$ cat config.mk
export PLATFORM = sky130hd
export DESIGN_NAME = lcd_video_timing_flat
export DESIGN_NICKNAME = d
export VERILOG_FILES = /design/src/rtl/lcd_video_timing_pkg.sv /design/src/rtl/lcd_video_timing_if.sv /design/src/rtl/lcd_video_timing_cnt.sv /design/src/rtl/lcd_video_timing.sv /design/src/flat_wrapper.sv
export SDC_FILE = /design/constraint.sdc
export NUM_CORES = 1
export LEC_CHECK = 0
export CORE_ASPECT_RATIO = 0.5
export CORE_UTILIZATION = 48
export DETAILED_ROUTE_END_ITERATION = 10
export PLACE_DENSITY_LB_ADDON = 0.15
export REMOVE_ABC_BUFFERS = 1
export SKIP_LAST_GASP = 1
export SLEW_MARGIN = 30
export SYNTH_ARGS = -nofsm -noshare
export SYNTH_HDL_FRONTEND = slang
export SYNTH_SLANG_ARGS = --single-unit
$ cat constraint.sdc
create_clock -name pixel_clk_i -period 3.15 [get_ports pixel_clk_i]
set_input_delay 0.63 -clock pixel_clk_i [delete_from_list [all_inputs] [get_ports pixel_clk_i]]
set_output_delay 0.63 -clock pixel_clk_i [all_outputs]
set_load 0.01 [all_outputs]
$ cat src/rtl/lcd_video_timing_pkg.sv
// lcd_pkg: shared types and defaults for the LCD video timing block.
//   - lcd_state_e : pixel sequencer state (RESYNC / SYNCED)
//   - DEF_*       : default 800x480 panel timing
//   - rgb888_t    : RGB888 pixel with pack/unpack helpers
package lcd_pkg;

    typedef enum logic [0:0] {
        RESYNC = 1'b0,
        SYNCED = 1'b1
    } lcd_state_e;

    localparam int DEF_CLKS_PER_PIXEL = 3;
    localparam int DEF_H_ACTIVE       = 800;
    localparam int DEF_H_FP           = 40;
    localparam int DEF_H_SYNC         = 48;
    localparam int DEF_H_BP           = 88;
    localparam int DEF_V_ACTIVE       = 480;
    localparam int DEF_V_FP           = 13;
    localparam int DEF_V_SYNC         = 3;
    localparam int DEF_V_BP           = 32;

    typedef struct packed {
        logic [7:0] r;
        logic [7:0] g;
        logic [7:0] b;
    } rgb888_t;

    // Stream word layout is {R, G, B}, most significant byte first.
    function automatic rgb888_t rgb888_unpack(input logic [23:0] word);
        rgb888_t px;
        px.r = word[23:16];
        px.g = word[15:8];
        px.b = word[7:0];
        return px;
    endfunction

    function automatic logic [23:0] rgb888_pack(input rgb888_t px);
        return {px.r, px.g, px.b};
    endfunction

endpackage

$ cat src/rtl/lcd_video_timing_if.sv
// lcd_video_timing_if: framebuffer FIFO pixel stream (valid/ready).
//   pix_data_i  : {R, G, B} pixel word
//   pix_sof_i   : word is the first pixel of a frame
//   pix_valid_i : word valid
//   pix_rdy_o   : word consumed this cycle (driven by the timing block)
// Signal names are from the timing block's point of view.
interface lcd_video_timing_if;
    logic [23:0] pix_data_i;
    logic        pix_sof_i;
    logic        pix_valid_i;
    logic        pix_rdy_o;

    modport master (output pix_data_i, output pix_sof_i, output pix_valid_i,
                    input  pix_rdy_o);
    modport slave  (input  pix_data_i, input  pix_sof_i, input  pix_valid_i,
                    output pix_rdy_o);
endinterface

$ cat src/rtl/lcd_video_timing_cnt.sv
// lcd_timing_cnt: phase / horizontal / vertical counters and line decode.
//   clk, rst_n    : pixel clock, async active-low reset
//   hsync, vsync  : sync windows for the current counter position
//   active        : current position is inside the visible area
//   fetch_slot    : first clock of an active pixel
//   frame_origin  : hcnt = vcnt = phase = 0
// All decodes are combinational from the counter registers; the top
// registers them so every video output moves together.
module lcd_timing_cnt #(
    parameter int CLKS_PER_PIXEL = 3,
    parameter int H_ACTIVE = 800,
    parameter int H_FP     = 40,
    parameter int H_SYNC   = 48,
    parameter int H_BP     = 88,
    parameter int V_ACTIVE = 480,
    parameter int V_FP     = 13,
    parameter int V_SYNC   = 3,
    parameter int V_BP     = 32
) (
    input  logic clk,
    input  logic rst_n,
    output logic hsync,
    output logic vsync,
    output logic active,
    output logic fetch_slot,
    output logic frame_origin
);
    localparam int H_TOTAL = H_ACTIVE + H_FP + H_SYNC + H_BP;
    localparam int V_TOTAL = V_ACTIVE + V_FP + V_SYNC + V_BP;
    localparam int PW = $clog2(CLKS_PER_PIXEL);
    localparam int HW = $clog2(H_TOTAL);
    localparam int VW = $clog2(V_TOTAL);

    localparam logic [PW-1:0] PH_LAST = PW'(CLKS_PER_PIXEL - 1);
    localparam logic [HW-1:0] H_LAST  = HW'(H_TOTAL - 1);
    localparam logic [VW-1:0] V_LAST  = VW'(V_TOTAL - 1);

    // Window bounds kept 32 bits wide so an end bound equal to the total
    // (zero back porch) still compares correctly.
    localparam logic [31:0] H_ACT_C = 32'(H_ACTIVE);
    localparam logic [31:0] HS_BEG  = 32'(H_ACTIVE + H_FP);
    localparam logic [31:0] HS_END  = 32'(H_ACTIVE + H_FP + H_SYNC);
    localparam logic [31:0] V_ACT_C = 32'(V_ACTIVE);
    localparam logic [31:0] VS_BEG  = 32'(V_ACTIVE + V_FP);
    localparam logic [31:0] VS_END  = 32'(V_ACTIVE + V_FP + V_SYNC);

    logic [PW-1:0] phase_r;
    logic [HW-1:0] hcnt_r;
    logic [VW-1:0] vcnt_r;
    logic [31:0]   hcnt_s;
    logic [31:0]   vcnt_s;

    // Counter chain: phase wraps -> hcnt steps, hcnt wraps -> vcnt steps.
    always_ff @(posedge clk or negedge rst_n) begin
        if (!rst_n) begin
            phase_r <= '0;
            hcnt_r  <= '0;
            vcnt_r  <= '0;
        end else if (phase_r == PH_LAST) begin
            phase_r <= '0;
            if (hcnt_r == H_LAST) begin
                hcnt_r <= '0;
                if (vcnt_r == V_LAST) begin
                    vcnt_r <= '0;
                end else begin
                    vcnt_r <= vcnt_r + VW'(1);
                end
            end else begin
                hcnt_r <= hcnt_r + HW'(1);
            end
        end else begin
            phase_r <= phase_r + PW'(1);
        end
    end

    // Position decode against the line/frame windows.
    always_comb begin
        hcnt_s       = 32'(hcnt_r);
        vcnt_s       = 32'(vcnt_r);
        hsync        = (hcnt_s >= HS_BEG) && (hcnt_s < HS_END);
        vsync        = (vcnt_s >= VS_BEG) && (vcnt_s < VS_END);
        active       = (hcnt_s < H_ACT_C) && (vcnt_s < V_ACT_C);
        fetch_slot   = active && (phase_r == PW'(0));
        frame_origin = (phase_r == PW'(0)) && (hcnt_r == HW'(0)) && (vcnt_r == VW'(0));
    end

endmodule

$ cat src/rtl/lcd_video_timing.sv
// lcd_video_timing: video timing generator and pixel sequencer.
//   pixel_clk_i, pixel_rst_n_i : clock, async active-low reset
//   pix (slave)                : framebuffer pixel stream, see lcd_video_timing_if
//   underflow_clr_i            : clears the sticky underflow flag
//   hsync_o, vsync_o, blank_o  : active-high timing
//   r_o, g_o, b_o              : pixel colour, 0 while blanked or unsynced
//   frame_start_o              : one-cycle pulse with the (0,0) outputs
//   underflow_o                : sticky underflow / misalignment flag
//   synced_o                   : sequencer is locked to the stream
module lcd_video_timing
    import lcd_pkg::*;
#(
    parameter int CLKS_PER_PIXEL = DEF_CLKS_PER_PIXEL,
    parameter int H_ACTIVE = DEF_H_ACTIVE,
    parameter int H_FP     = DEF_H_FP,
    parameter int H_SYNC   = DEF_H_SYNC,
    parameter int H_BP     = DEF_H_BP,
    parameter int V_ACTIVE = DEF_V_ACTIVE,
    parameter int V_FP     = DEF_V_FP,
    parameter int V_SYNC   = DEF_V_SYNC,
    parameter int V_BP     = DEF_V_BP
) (
    input  logic                 pixel_clk_i,
    input  logic                 pixel_rst_n_i,
    lcd_video_timing_if.slave    pix,
    input  logic                 underflow_clr_i,
    output logic                 hsync_o,
    output logic                 vsync_o,
    output logic                 blank_o,
    output logic [7:0]           r_o,
    output logic [7:0]           g_o,
    output logic [7:0]           b_o,
    output logic                 frame_start_o,
    output logic                 underflow_o,
    output logic                 synced_o
);
    lcd_state_e state_r;
    rgb888_t    rgb_r;
    logic       hsync_s;
    logic       vsync_s;
    logic       active_s;
    logic       fetch_slot_s;
    logic       frame_origin_s;
    logic       rdy_s;
    logic       misalign_s;

    lcd_timing_cnt #(
        .CLKS_PER_PIXEL (CLKS_PER_PIXEL),
        .H_ACTIVE (H_ACTIVE), .H_FP (H_FP), .H_SYNC (H_SYNC), .H_BP (H_BP),
        .V_ACTIVE (V_ACTIVE), .V_FP (V_FP), .V_SYNC (V_SYNC), .V_BP (V_BP)
    ) u_cnt (
        .clk          (pixel_clk_i),
        .rst_n        (pixel_rst_n_i),
        .hsync        (hsync_s),
        .vsync        (vsync_s),
        .active       (active_s),
        .fetch_slot   (fetch_slot_s),
        .frame_origin (frame_origin_s)
    );

    // Ready: an SOF word is only ever taken at the frame origin, so a
    // misplaced SOF stays at the stream head. RESYNC drains every other
    // word each clock; SYNCED takes words only in fetch slots.
    always_comb begin
        rdy_s      = 1'b0;
        misalign_s = pix.pix_sof_i != frame_origin_s;
        if (pix.pix_valid_i && (!pix.pix_sof_i || frame_origin_s)) begin
            if (state_r == RESYNC) begin
                rdy_s = 1'b1;
            end else begin
                rdy_s = fetch_slot_s;
            end
        end else begin
            rdy_s = 1'b0;
        end
    end

    assign pix.pix_rdy_o = rdy_s;
    assign r_o      = rgb_r.r;
    assign g_o      = rgb_r.g;
    assign b_o      = rgb_r.b;
    assign synced_o = (state_r == SYNCED);

    // Sequencer FSM and registered video outputs.
    always_ff @(posedge pixel_clk_i or negedge pixel_rst_n_i) begin
        if (!pixel_rst_n_i) begin
            state_r       <= RESYNC;
            rgb_r         <= '0;
            hsync_o       <= 1'b0;
            vsync_o       <= 1'b0;
            blank_o       <= 1'b1;
            frame_start_o <= 1'b0;
            underflow_o   <= 1'b0;
        end else begin
            hsync_o       <= hsync_s;
            vsync_o       <= vsync_s;
            blank_o       <= !active_s;
            frame_start_o <= frame_origin_s;
            case (state_r)
                RESYNC: begin
                    underflow_o <= underflow_o && !underflow_clr_i;
                    if (frame_origin_s && pix.pix_valid_i && pix.pix_sof_i) begin
                        rgb_r   <= rgb888_unpack(pix.pix_data_i);
                        state_r <= SYNCED;
                    end else begin
                        rgb_r <= '0;
                    end
                end
                SYNCED: begin
                    if (!fetch_slot_s) begin
                        underflow_o <= underflow_o && !underflow_clr_i;
                        // Hold the pixel for its remaining phases.
                        if (active_s) begin
                            rgb_r <= rgb_r;
                        end else begin
                            rgb_r <= '0;
                        end
                    end else if (!pix.pix_valid_i) begin
                        // Starved slot: show black, keep lock.
                        underflow_o <= 1'b1;
                        rgb_r       <= '0;
                    end else if (misalign_s) begin
                        underflow_o <= 1'b1;
                        rgb_r       <= '0;
                        state_r     <= RESYNC;
                    end else begin
                        underflow_o <= underflow_o && !underflow_clr_i;
                        rgb_r       <= rgb888_unpack(pix.pix_data_i);
                    end
                end
                default: begin
                    underflow_o <= 1'b1;
                    rgb_r       <= '0;
                    state_r     <= RESYNC;
                end
            endcase
        end
    end

endmodule

$ cat src/flat_wrapper.sv
// flat-port wrapper written by rule: the top's interface ports become plain ports
module lcd_video_timing_flat import lcd_pkg::*;
#(
    parameter int CLKS_PER_PIXEL = DEF_CLKS_PER_PIXEL,
    parameter int H_ACTIVE = DEF_H_ACTIVE,
    parameter int H_FP     = DEF_H_FP,
    parameter int H_SYNC   = DEF_H_SYNC,
    parameter int H_BP     = DEF_H_BP,
    parameter int V_ACTIVE = DEF_V_ACTIVE,
    parameter int V_FP     = DEF_V_FP,
    parameter int V_SYNC   = DEF_V_SYNC,
    parameter int V_BP     = DEF_V_BP
)
  (pixel_clk_i, pixel_rst_n_i, underflow_clr_i, hsync_o, vsync_o, blank_o, r_o, g_o, b_o, frame_start_o, underflow_o, synced_o, pix_pix_data_i, pix_pix_sof_i, pix_pix_valid_i, pix_pix_rdy_o);
  lcd_video_timing_if pix_i ();
  input  logic pixel_clk_i;
  input  logic pixel_rst_n_i;
  input  logic underflow_clr_i;
  output logic hsync_o;
  output logic vsync_o;
  output logic blank_o;
  output logic [7:0] r_o;
  output logic [7:0] g_o;
  output logic [7:0] b_o;
  output logic frame_start_o;
  output logic underflow_o;
  output logic synced_o;
  input wire logic [$bits(pix_i.pix_data_i)-1:0] pix_pix_data_i;
  input wire logic [$bits(pix_i.pix_sof_i)-1:0] pix_pix_sof_i;
  input wire logic [$bits(pix_i.pix_valid_i)-1:0] pix_pix_valid_i;
  output wire logic [$bits(pix_i.pix_rdy_o)-1:0] pix_pix_rdy_o;
  assign pix_i.pix_data_i = pix_pix_data_i;
  assign pix_i.pix_sof_i = pix_pix_sof_i;
  assign pix_i.pix_valid_i = pix_pix_valid_i;
  assign pix_pix_rdy_o = pix_i.pix_rdy_o;
  lcd_video_timing #(.CLKS_PER_PIXEL(CLKS_PER_PIXEL), .H_ACTIVE(H_ACTIVE), .H_FP(H_FP), .H_SYNC(H_SYNC), .H_BP(H_BP), .V_ACTIVE(V_ACTIVE), .V_FP(V_FP), .V_SYNC(V_SYNC), .V_BP(V_BP)) u_core (.pixel_clk_i(pixel_clk_i), .pixel_rst_n_i(pixel_rst_n_i), .pix(pix_i), .underflow_clr_i(underflow_clr_i), .hsync_o(hsync_o), .vsync_o(vsync_o), .blank_o(blank_o), .r_o(r_o), .g_o(g_o), .b_o(b_o), .frame_start_o(frame_start_o), .underflow_o(underflow_o), .synced_o(synced_o));
endmodule
# Word level (Yosys, flattened, before mapping)

Cells that the tools add are included.

Bitwise logic cells: 1
Multiplexer cells: 20
Order comparisons: 6
$add $sub $neg: 3
Equality and inequality tests: 5
Reduce and logical (&&, ||, !) cells: 18

Operators with widths:

| kind                                                               | number |
|---|---|
| two-way mux 24 bit                                                 | 5 |
| case mux 24 bit (2 select lines)                                   | 1 |
| adder 10 x 1 -> 10 bit, second input constant                      | 2 |
| equality test 10 bit, second input constant                        | 2 |
| logical NOT 10 bit                                                 | 2 |
| less-than comparator 10 bit, second input constant                 | 2 |
| less-than comparator 10 x 9 -> 1 bit, second input constant        | 2 |
| two-way mux 10 bit                                                 | 2 |
| greater-or-equal comparator 10 bit, second input constant          | 1 |
| greater-or-equal comparator 10 x 9 -> 1 bit, second input constant | 1 |
| logical AND 1 bit                                                  | 10 |
| two-way mux 1 bit                                                  | 9 |
| case mux 1 bit (2 select lines)                                    | 2 |
| logical NOT 1 bit                                                  | 3 |
| inequality test 3 bit, second input constant                       | 1 |
| adder 2 x 1 -> 2 bit, second input constant                        | 1 |
| equality test 2 bit, second input constant                         | 1 |
| logical NOT 2 bit                                                  | 1 |
| two-way mux 2 bit                                                  | 1 |
| AND reduction 2 bit                                                | 1 |
| logical OR 1 bit                                                   | 1 |
| inequality test 1 bit                                              | 1 |
| inverter 1 bit                                                     | 1 |

Word-level logic and storage cells: 65
Bits in registers: 52

# Logic depth before layout (Yosys ltp)

Word-level depth: 8
Mapped depth: 12

# Cells and area by module

Synthesis repeated with hierarchy kept, for this count alone.

Cells, all modules: 206
Area total of the unflattened synthesis: 2437.3 um2

Modules (own cells, without submodules):

| module           | area each (um2) | instances | sequential area each (um2) | cells each |
|---|---|---|---|---|
| lcd_timing_cnt   | 1297.5          | 1         | 550.5                      | 131 |
| lcd_video_timing | 1139.8          | 1         | 752.0                      | 75 |

# Worst setup path after synthesis

OpenSTA, ideal clock, no wires.

Path kind: register to output
Start point: reg u_core.u_cnt.vcnt_r[0]
End point: out pix_pix_rdy_o
Slack: 0.800 ns
Cell stages (with the launch flop): 9
Arrival: 1.720 ns
Cell sequence: dfrtp_1 -> inv_1 -> ha_1 -> nor4b_1 -> nand4_1 -> or2_1 -> ha_1 -> nand2b_1 -> a21oi_1

Cells in the longest elaborated chain, start to end: 5

RTL lines:

| item                                                                              | line                                                   | source |
|---|---|---|
| from (decl)                                                                       | lcd_video_timing_cnt.sv:49                             | `logic [VW-1:0] vcnt_r;` |
| from (signal assigned)                                                            | lcd_video_timing_cnt.sv:66                             | `vcnt_r <= vcnt_r + VW'(1);` |
| less-than comparator 10 x 9 -> 1 bit / logical NOT 10 bit (equally long branches) | lcd_video_timing_cnt.sv:82, lcd_video_timing_cnt.sv:84 |  |
| logical AND 1 bit, on equally long branches                                       | lcd_video_timing_cnt.sv:82, lcd_video_timing_cnt.sv:84 |  |
| logical AND 1 bit / logical OR 1 bit (equally long branches)                      | lcd_video_timing_cnt.sv:83, lcd_video_timing.sv:67     |  |
| two-way mux 1 bit / logical AND 1 bit (equally long branches)                     | lcd_video_timing.sv:68, lcd_video_timing.sv:67         |  |
| two-way mux 1 bit (*)                                                             | lcd_video_timing.sv:67                                 | `if (pix.pix_valid_i && (!pix.pix_sof_i \|\| frame_origin_s)) begin` |
| to (decl)                                                                         | flat_wrapper.sv:31                                     | `output wire logic [$bits(pix_i.pix_rdy_o)-1:0] pix_pix_rdy_o;` |

Mark *: on every way between the ends. The rest lies on a longest branch, timed or not.

# Worst setup path after layout

Start point: reg u_core.u_cnt.vcnt_r[5]
End point: out pix_pix_rdy_o

Same word-level chain as after synthesis.

==> out/metrics.yaml <==
finalCritPeriodShare_pct: 95.5
crit_start: "u_core.u_cnt.vcnt_r[5]"
worstSetupPathType: "flop to output port"
async_reset_ff_share_pct: 100
htreeDepth: 2
post_cts_buffers: 0
total_power_w: 0.00127
antenna_found_initial: 0
std_cell_rows: 17
core_region_area_sq_um: 4530
hold_buffers: 0
antenna_left: 0
drv_slew: 0
powerDensity_nw_per_um2: 407
finalClockSkew_ns: 0.0131
firstDrtPassIters: 4
syn-instance-count: 203
insertion_delay_ns: 0.31
synthToLayoutAreaGrowth_pct: 33.8
critical_path_required_ns: 2.52
slew_headroom_pct: 56.3
grt_pass1_wl_um: 8370
drt_iter0_markers: 73
grt_use_total_pct: 21.7
fin_ws_ns: 0.142
rsz0062_at_grt: "false"
yosysWarnings: 0
dpl_worst_slack_ns: 0.196
cts-root-buf: "clkbuf_8"
final_cell_area_sq_um: 3120
clockBufferDepth: 2
max_freq_mhz: 332
netlist_area_sq_um: 2330
die_x_um: 101
ys.flop_type: "dfrtp_1"
status: "completed"
synth_top_area_cell: "dfrtp_1"
r2r_cells: 9
ios: 60
gp_congestion: 0.802
synth_edf_count: 0
cp-start-kind: "flop"
start_util_pct: 51.5
p_leak_nw: 1.40
cp.arrival_ns: 2.38
wl_per_cell_um: 15.5
ys_ff_latch: 52
synth.avg_cell_area_sq_um: 11.5
worst_setup_path_end_kind: "output port"
tns_ns: 0
fp.dieH_um: 51.3
die_area_sq_um: 5160
synth_top_area_share_pct: 54.7
drive_gt1_share_pct: 10.9
drt_drc_violations_left: 0
grt_start_max_net_pins: 31
setup_viol: 0
cts_tree: "built"
hpwl_um: 3590
nets: 301
fin_hold_ws_ns: 0.338
min_path_type: "input pin to asynchronous set/reset pin"
cts_sinks: 52
vias: 1772
ys_types: 46
worst_pin_slew_ns: 0.653
n_antenna_cell: 0
routed_via_density: 5.34
placed_area_sq_um: 2990
critPathMaxFanout: 6
io_buffer_count: 59
regToRegEndpoint: "u_core.b_o[4]"
layout_common_cells: "57 x clkdlybuf4s50_1, 51 x dfrtp_1, 24 x a22o_1"
synth.area.top_cells: "dfrtp_1 55%, a22o_1 9.0%, ha_1 3.8%"
peakVddDrop_v: 0.000276
grt_pass1_vias: 1714
wirelength_um: 5150
cts_made_buffers: 5
final_common_cell: "clkdlybuf4s50_1"
yosysSeqAreaShare_pct: 55.8
fin_crit_ns: 3.01
cts.clk_slew.worst_paths_ns: 0.10
hold_violations: 0
reg2reg_setup_slack_ns: 0.57
max-cap-violations: 0
r2r-start: "u_core.u_cnt.vcnt_r[5]"
grt.overflow.total: 0
==> metrics by stage <==
stage	utilization [%]	instances
detailed placement	65.9	324
global route	69.0	332
finish	69.0	332
global placement	65.9	324
CTS	69.0	332
floorplan	-	196
==> how the worst max path moves through the flow <==
| stage | slack, ns | cells after the start | to |
|---|---|---|---|
| 3_3_place_gp | 0.25 | 7 | pix_pix_rdy_o |
| 4_1_cts | 0.12 | 9 | pix_pix_rdy_o |
| 5_1_grt | 0.02 | 9 | pix_pix_rdy_o |
| 6_report | 0.14 | 7 | pix_pix_rdy_o |
| 2_1_floorplan | 0.80 | 8 | pix_pix_rdy_o |
| 3_5_place_dp | 0.20 | 9 | pix_pix_rdy_o |
==> area by class of cell <==
type,count,area (sq um)
clock inverter,3,68.8
inverter,10,37.5
tap,66,82.6
multi-input combinational,134,957
timing repair buffer,62,607
clock buffer,5,68.8
sequential,52,1300
fill,345,1410
==> cells in the mapped netlist, types with 4 or more instances <==
cell type,n
ha_1,7
o21ai_0,7
nand4_1,8
a21oi_1,5
nor2_1,12
a22o_1,24
xnor2_1,7
dfrtp_1,51
inv_1,10
nand3_1,4
nand2_1,18
==> sequential cells by signal, indices dropped and copies added (netlist names) <==
name / cells
u_core.vsync_o: 1
u_core.synced_o: 1
u_core.u_cnt.vcnt_r: 10
u_core.g_o: 8
u_core.b_o: 8
u_core.blank_o: 1
u_core.hsync_o: 1
u_core.underflow_o: 1
u_core.u_cnt.phase_r: 2
u_core.r_o: 8
u_core.u_cnt.hcnt_r: 10
u_core.frame_start_o: 1
==> cell families after synthesis <==
| family | after synthesis | synth area share [%] |
|---|---|---|
| xor+xnor | 10 | 3.75 |
| flops | 52 | 55.8 |
| buf+inv | 17 | 3.32 |
| mux | 4 | 2.04 |
| compound gates | 43 | 14.4 |
| fa+ha+maj | 7 | 3.75 |
| simple gates | 70 | 17.0 |
==> metal layers <==
layer	up-vias	routed length [um]	global-route usage, %
met2	64	2190	33.2
met4	0	43	6.28
met5	-	0	0
met1	851	2510	30.3
met3	5	410	6.29
li1	852	-	-
==> timing repair <==
action	4_1_cts	5_1_grt
hold endpoints to repair	0	0
resized for setup	2	0
setup endpoints to repair	1	0
==> power breakdown <==
group          total (W)  internal [W]  switching, W
Sequential      0.000668      0.000667   0.000000295
Combinational  0.0000559     0.0000337     0.0000223
Clock           0.000547      0.000320      0.000227
==> worst max-delay path, cell delays in order, from the launching register on <==
cell           delay, ns
dfrtp_1             0.47
nor4_1              0.49
nand2_1             0.11
or2_4               0.27
ha_1                0.17
nand2b_1            0.14
a21oi_1             0.14
dlygate4sd2_1       0.28
(Power assumes the default switching activity.)
